<file path="config.mk">
export PLATFORM = sky130hd
export DESIGN_NAME = mac_accumulator_flat
export DESIGN_NICKNAME = d
export VERILOG_FILES = /design/src/rtl/conv_pkg.sv /design/src/rtl/mac_accumulator_if.sv /design/src/rtl/acc_adder.sv /design/src/rtl/mac_accumulator.sv /design/src/flat_wrapper.sv
export SDC_FILE = /design/constraint.sdc
export NUM_CORES = 1
export LEC_CHECK = 0
export CAP_MARGIN = 20
export CORE_AREA = 3 3 80 82
export DETAILED_ROUTE_END_ITERATION = 7
export DIE_AREA = 0 0 83 85
export PLACE_DENSITY = 0.79
export SLEW_MARGIN = 30
export SYNTH_ARGS = -nofsm -noshare
export SYNTH_HDL_FRONTEND = slang
export SYNTH_SLANG_ARGS = --single-unit
</file>
<file path="constraint.sdc">
create_clock -name clock -period 3.41 [get_ports clock]
set_input_delay 0.682 -clock clock [delete_from_list [all_inputs] [get_ports clock]]
set_output_delay 0.682 -clock clock [all_outputs]
set_load 0.01 [all_outputs]
</file>
<file path="src/rtl/conv_pkg.sv">
// Shared defaults, width derivation and FSM state encoding for the MAC accumulator slice.
package conv_pkg;

   localparam int unsigned PROD_W_DEF = 16;
   localparam int unsigned TAPS_DEF   = 9;

   // Accumulator width wide enough to hold TAPS full-scale products without loss.
   function automatic int unsigned acc_w_f(input int unsigned prod_w, input int unsigned taps);
      return prod_w + $clog2(taps);
   endfunction

   typedef logic [1:0] state_t;

   localparam state_t IDLE  = 2'd0;
   localparam state_t ACCUM = 2'd1;
   localparam state_t DONE  = 2'd2;

endpackage

</file>
<file path="src/rtl/mac_accumulator_if.sv">
// Product-in / sum-out handshake bundle between the multiplier stage, accumulator and consumer.
interface mac_accumulator_if #(
   parameter int unsigned PROD_W = conv_pkg::PROD_W_DEF,
   parameter int unsigned TAPS   = conv_pkg::TAPS_DEF,
   parameter int unsigned ACC_W  = conv_pkg::acc_w_f(PROD_W, TAPS)
);
   localparam int unsigned IDX_W = $clog2(TAPS) + 1;

   logic [PROD_W-1:0] product;
   logic              prod_valid;
   logic              prod_ready;
   logic              clear;
   logic [ACC_W-1:0]  sum;
   logic              sum_valid;
   logic              sum_ready;
   logic [IDX_W-1:0]  tap_idx;

   modport master (
      output product, prod_valid, clear, sum_ready,
      input  prod_ready, sum, sum_valid, tap_idx
   );

   modport slave (
      input  product, prod_valid, clear, sum_ready,
      output prod_ready, sum, sum_valid, tap_idx
   );

endinterface

</file>
<file path="src/rtl/acc_adder.sv">
// Unsigned ACC_W-bit accumulate adder; product is zero-extended.
// ACC_SAT_EN: clamp to all-ones on carry-out instead of wrapping.
module acc_adder #(
   parameter int unsigned PROD_W = 16,
   parameter int unsigned ACC_W  = 20
) (
   input  logic [ACC_W-1:0]  a,
   input  logic [PROD_W-1:0] b,
   output logic [ACC_W-1:0]  sum_c
);

`ifdef ACC_SAT_EN
   logic [ACC_W:0] full;

   // Once clamped, any further non-negative add carries out again, so the clamp sticks.
   always_comb begin
      full  = (ACC_W+1)'(a) + (ACC_W+1)'(b);
      sum_c = full[ACC_W] ? {ACC_W{1'b1}} : full[ACC_W-1:0];
   end
`else
   always_comb begin
      sum_c = a + ACC_W'(b);
   end
`endif

endmodule

</file>
<file path="src/rtl/mac_accumulator.sv">
// Sums TAPS unsigned products per window and presents the result with a valid/ready handshake.
// Optional ACC_SAT_EN selects saturating instead of wrapping accumulation.
module mac_accumulator
   import conv_pkg::*;
#(
   parameter int unsigned PROD_W = PROD_W_DEF,
   parameter int unsigned TAPS   = TAPS_DEF,
   parameter int unsigned ACC_W  = acc_w_f(PROD_W, TAPS)
) (
   input  logic           clock,
   input  logic           reset_n,
   mac_accumulator_if.slave bus
);

   localparam int unsigned IDX_W = $clog2(TAPS) + 1;

   state_t            state, state_nxt;
   logic [ACC_W-1:0]  acc, acc_nxt;
   logic [IDX_W-1:0]  idx_q, idx_nxt;
   logic [ACC_W-1:0]  sum_q;
   logic              prod_ready_q;
   logic              sum_valid_q;
   logic [ACC_W-1:0]  add_a;
   logic [ACC_W-1:0]  add_c;
   logic              xfer;

   // First product of a window starts from zero rather than the stale accumulator.
   assign add_a = (state == IDLE) ? '0 : acc;
   assign xfer  = bus.prod_valid & prod_ready_q;

   acc_adder #(
      .PROD_W (PROD_W),
      .ACC_W  (ACC_W)
   ) u_adder (
      .a     (add_a),
      .b     (bus.product),
      .sum_c (add_c)
   );

   // State register.
   always_ff @(posedge clock or negedge reset_n) begin
      if (!reset_n) begin
         state <= IDLE;
      end else begin
         state <= state_nxt;
      end
   end

   // Next-state and next-datapath logic; clear wins over a same-cycle product.
   always_comb begin
      state_nxt = state;
      acc_nxt   = acc;
      idx_nxt   = idx_q;
      case (state)
         IDLE, ACCUM: begin
            if (bus.clear) begin
               state_nxt = IDLE;
               acc_nxt   = '0;
               idx_nxt   = '0;
            end else if (xfer) begin
               acc_nxt   = add_c;
               idx_nxt   = (state == IDLE) ? IDX_W'(1) : idx_q + IDX_W'(1);
               state_nxt = (idx_nxt == IDX_W'(TAPS)) ? DONE : ACCUM;
            end
         end
         DONE: begin
            if (bus.sum_ready) begin
               state_nxt = IDLE;
               idx_nxt   = '0;
            end
         end
         default: begin
            state_nxt = IDLE;
            acc_nxt   = '0;
            idx_nxt   = '0;
         end
      endcase
   end

   // Datapath and registered outputs.
   always_ff @(posedge clock or negedge reset_n) begin
      if (!reset_n) begin
         acc          <= '0;
         idx_q        <= '0;
         sum_q        <= '0;
         prod_ready_q <= 1'b0;
         sum_valid_q  <= 1'b0;
      end else begin
         acc          <= acc_nxt;
         idx_q        <= idx_nxt;
         prod_ready_q <= (state_nxt != DONE);
         sum_valid_q  <= (state_nxt == DONE);
         if (state_nxt == DONE && state != DONE) begin
            sum_q <= acc_nxt;
         end
      end
   end

   assign bus.prod_ready = prod_ready_q;
   assign bus.sum_valid  = sum_valid_q;
   assign bus.sum        = sum_q;
   assign bus.tap_idx    = idx_q;

endmodule

</file>
<file path="src/flat_wrapper.sv">
// flat-port wrapper written by rule: the top's interface ports become plain ports
module mac_accumulator_flat import conv_pkg::*;
#(
   parameter int unsigned PROD_W = PROD_W_DEF,
   parameter int unsigned TAPS   = TAPS_DEF,
   parameter int unsigned ACC_W  = acc_w_f(PROD_W, TAPS)
)
  (clock, reset_n, bus_product, bus_prod_valid, bus_clear, bus_sum_ready, bus_prod_ready, bus_sum, bus_sum_valid, bus_tap_idx);
  mac_accumulator_if #(.PROD_W(PROD_W), .TAPS(TAPS), .ACC_W(ACC_W)) bus_i ();
  input  logic clock;
  input  logic reset_n;
  input wire logic [$bits(bus_i.product)-1:0] bus_product;
  input wire logic [$bits(bus_i.prod_valid)-1:0] bus_prod_valid;
  input wire logic [$bits(bus_i.clear)-1:0] bus_clear;
  input wire logic [$bits(bus_i.sum_ready)-1:0] bus_sum_ready;
  output wire logic [$bits(bus_i.prod_ready)-1:0] bus_prod_ready;
  output wire logic [$bits(bus_i.sum)-1:0] bus_sum;
  output wire logic [$bits(bus_i.sum_valid)-1:0] bus_sum_valid;
  output wire logic [$bits(bus_i.tap_idx)-1:0] bus_tap_idx;
  assign bus_i.product = bus_product;
  assign bus_i.prod_valid = bus_prod_valid;
  assign bus_i.clear = bus_clear;
  assign bus_i.sum_ready = bus_sum_ready;
  assign bus_prod_ready = bus_i.prod_ready;
  assign bus_sum = bus_i.sum;
  assign bus_sum_valid = bus_i.sum_valid;
  assign bus_tap_idx = bus_i.tap_idx;
  mac_accumulator #(.PROD_W(PROD_W), .TAPS(TAPS), .ACC_W(ACC_W)) u_core (.clock(clock), .reset_n(reset_n), .bus(bus_i));
endmodule
</file>
==> run summary <==
status: complete, no violations
via count of the first global-routing pass: 2742
CTS tree: yes
First DRT Iteration DRCs: 181
crit path DAT: 3290 ps
PortBufs: 47
reported max-cap violation count: 0
Critical Path Start Type: register
DR WL/cell: 16.2 um
synthesized area: 3100 um^2
Tightest Pin Transition: 647 ps
Clock Sinks: 49
Post CTS Setup Buffer Count: 0
total grt overflow: 0
Top FF cell, synth: dfrtp_1
first-pass GRT wire length: 13000 um
largest net degree at the start of global routing: 50
synth unique cells: 56
DR pass1 iterations: 4
final wirelength: 7550 um
Root Driver: clkbuf_8
most frequent cells in the layout: nand2_1 (55), dfrtp_1 (49), clkdlybuf4s50_1 (46)
Async S/R FF share, synth: 100%
endpoints failing hold: 0
R2R Setup Slk: 320 ps
Ports: 48
chip width: 83 um
CTS H-tree lvls: 2
CTS-repair resized insts: 0
EDFF count, synth: 0
DR vias/cell: 5.93
CP max FO: 16
Die ar.: 7060 um^2
clock-pin slew on the worst setup and hold paths: 100 ps
total track usage: 21.9%
Initial Util: 53.3%
Final nets: 428
Post-Layout Cell Count: 465
DR DRC count: 0
most common cell after layout, fill and taps aside: nand2_1
unrepaired setup endpoints after global routing: no
DPL Wire Length: 5360 um
Layout fillers: 496
placed cell areas: 3640 um^2
Post-CTS Hold Fix Bufs: 0
worst rel slew slack: 56.4%
ant diodes: 0
Final Critical Period: 3090 ps
Hold Path Class: input port to asynchronous set/reset pin
leakage dissipation: 1.72 nW
crit end category: register
period utilization: 90.6%
pwr dens: 347 nW/um^2
DR vias: 2757
critical path class: register to register
Design Area, Final: 3780 um^2
row count: 28
WP data required: 3610 ps
TNS Setup: 0 ps
Final ANT Viol Nets: 0
number of antenna violations at the first check in global routing: 0
VDD IR max: 243 uV
core area: 5820 um^2
CTS Buf Count: 5
Seq/Total Area, Yosys: 39.6%
Area growth syn-to-layout: 22.1%
Max Freq: 324 MHz
Ys Warns: 0
placed cells: 457
Final GP Congestion: 0.814
final max-slew violation count: 0
DIE HEIGHT: 85 um
share of post-route cells with drive strength above 1: 9.23%
Yosys reg bits: 49
Final setup violation count: 0
Worst-Skew Late Latency: 310 ps
Synth Net Count: 382
Mapped Cells: 343
post-route clock skew: 7.27 ps
syn_area_per_cell: 9.03 um^2
Clock Tree Buf Depth: 2
## cell families (layout without fill, tap and decap cells)
| group | Yosys count | count (layout) | share of synthesized area (%) |
|---|---|---|---|
| adder cells (fa/ha/maj) | 18 | 18 | 7.51 |
| AO/OA/AOI/OAI | 91 | 91 | 20.9 |
| flip-flops | 49 | 49 | 39.6 |
| multiplexers | 10 | 10 | 3.68 |
| XOR/XNOR | 12 | 12 | 3.39 |
| AND/OR/NAND/NOR | 140 | 140 | 21.8 |
| buffers and inverters | 23 | 70 | 3.15 |
## stage by stage
step / utilization, % / hold WS [ps] / setup WS (ps) / total power [mW]
finish: 65.0 / 384 / 319 / 1.31
CTS: 65.0 / 416 / 375 / 1.32
detailed placement: 62.7 / 456 / 120 / 0.819
global placement: 62.6 / 445 / 193 / 0.812
global route: 65.0 / 430 / 190 / 1.37
floorplan: - / 386 / 291 / 0.741
## metal layers
metal / vias to the layer above / routed length, um / global-route usage [%]
li1: 1322 / - / -
met1: 1354 / 3450 / 29.2
met2: 70 / 3720 / 37.7
met3: 11 / 266 / 3.20
met4: 0 / 113 / 5.79
met5: - / 0 / 0
## cell type report
| class | instances | area, um^2 | share of cell area, % |
|---|---|---|---|
| clock buffers | 5 | 68.8 | 1.82 |
| clock inverters | 3 | 68.8 | 1.82 |
| inverters | 8 | 30.0 | 0.794 |
| multi-input cells | 271 | 1770 | 46.9 |
| flip-flops and latches | 49 | 1230 | 32.4 |
| well taps | 75 | 93.8 | 2.48 |
| repair buffers | 54 | 520 | 13.8 |
## flip-flops by register name, summed over array words and instances (netlist names)
name,flops
u_core.bus.sum_valid,1
u_core.bus.sum,20
u_core.acc,20
u_core.state,2
u_core.bus.prod_ready,1
u_core.bus.tap_idx,5
## critical path: stages (launching register included)
cell and delay (ps):
dfrtp_1 390, or2_2 460, and2_1 230, ha_1 200, inv_1 70, fa_1 200
nor2b_1 70, o2111ai_1 300, a211oi_2 140, buf_4 170, o41ai_1 350, xnor2_1 140
mux2_2 270
## cell usage after synthesis, types with 2 or more instances
library cell,number,area share [%]
a21oi_1,19,3.1
dfrtp_1,49,40
o2111ai_1,2,0.57
or3_1,4,0.81
nor3_1,12,1.9
mux2i_1,2,0.65
xor2_1,6,1.7
nand4b_1,2,0.57
o21a_1,3,0.73
nand2b_1,3,0.61
xnor2_1,6,1.7
nand2_1,55,6.7
o31ai_1,3,0.73
a31oi_1,6,1.2
and2_1,16,3.2
o21bai_1,4,0.97
nand4_1,3,0.61
ha_1,17,6.9
a31o_2,2,0.57
a22o_1,8,2.3
inv_1,8,0.97
nor2_1,22,2.7
clkbuf_1,13,1.6
a21o_1,5,1.2
nand3_1,12,1.9
nor2b_1,3,0.61
mux2_2,7,2.5
o21ai_0,23,3.7
## power by group
group	switching (mW)	internal (mW)	leakage [nW]
Clock	0.208	0.295	0.0687
Sequential	0.0107	0.598	0.666
Combinational	0.118	0.0840	0.987
## worst paths after layout
kind	end	start	depth (start not counted)
worst max-delay path	u_core.bus.sum[12]	u_core.state[0]	12
worst min-delay path	u_core.bus.sum[1]	reset_n	1
worst max register to register	u_core.bus.sum[12]	u_core.state[0]	12
worst min register to register	u_core.acc[10]	u_core.acc[10]	2
max in group asynchronous	u_core.acc[12]	reset_n	1
min in group clock	u_core.acc[10]	u_core.acc[10]	2
(Power assumes the default switching activity.)
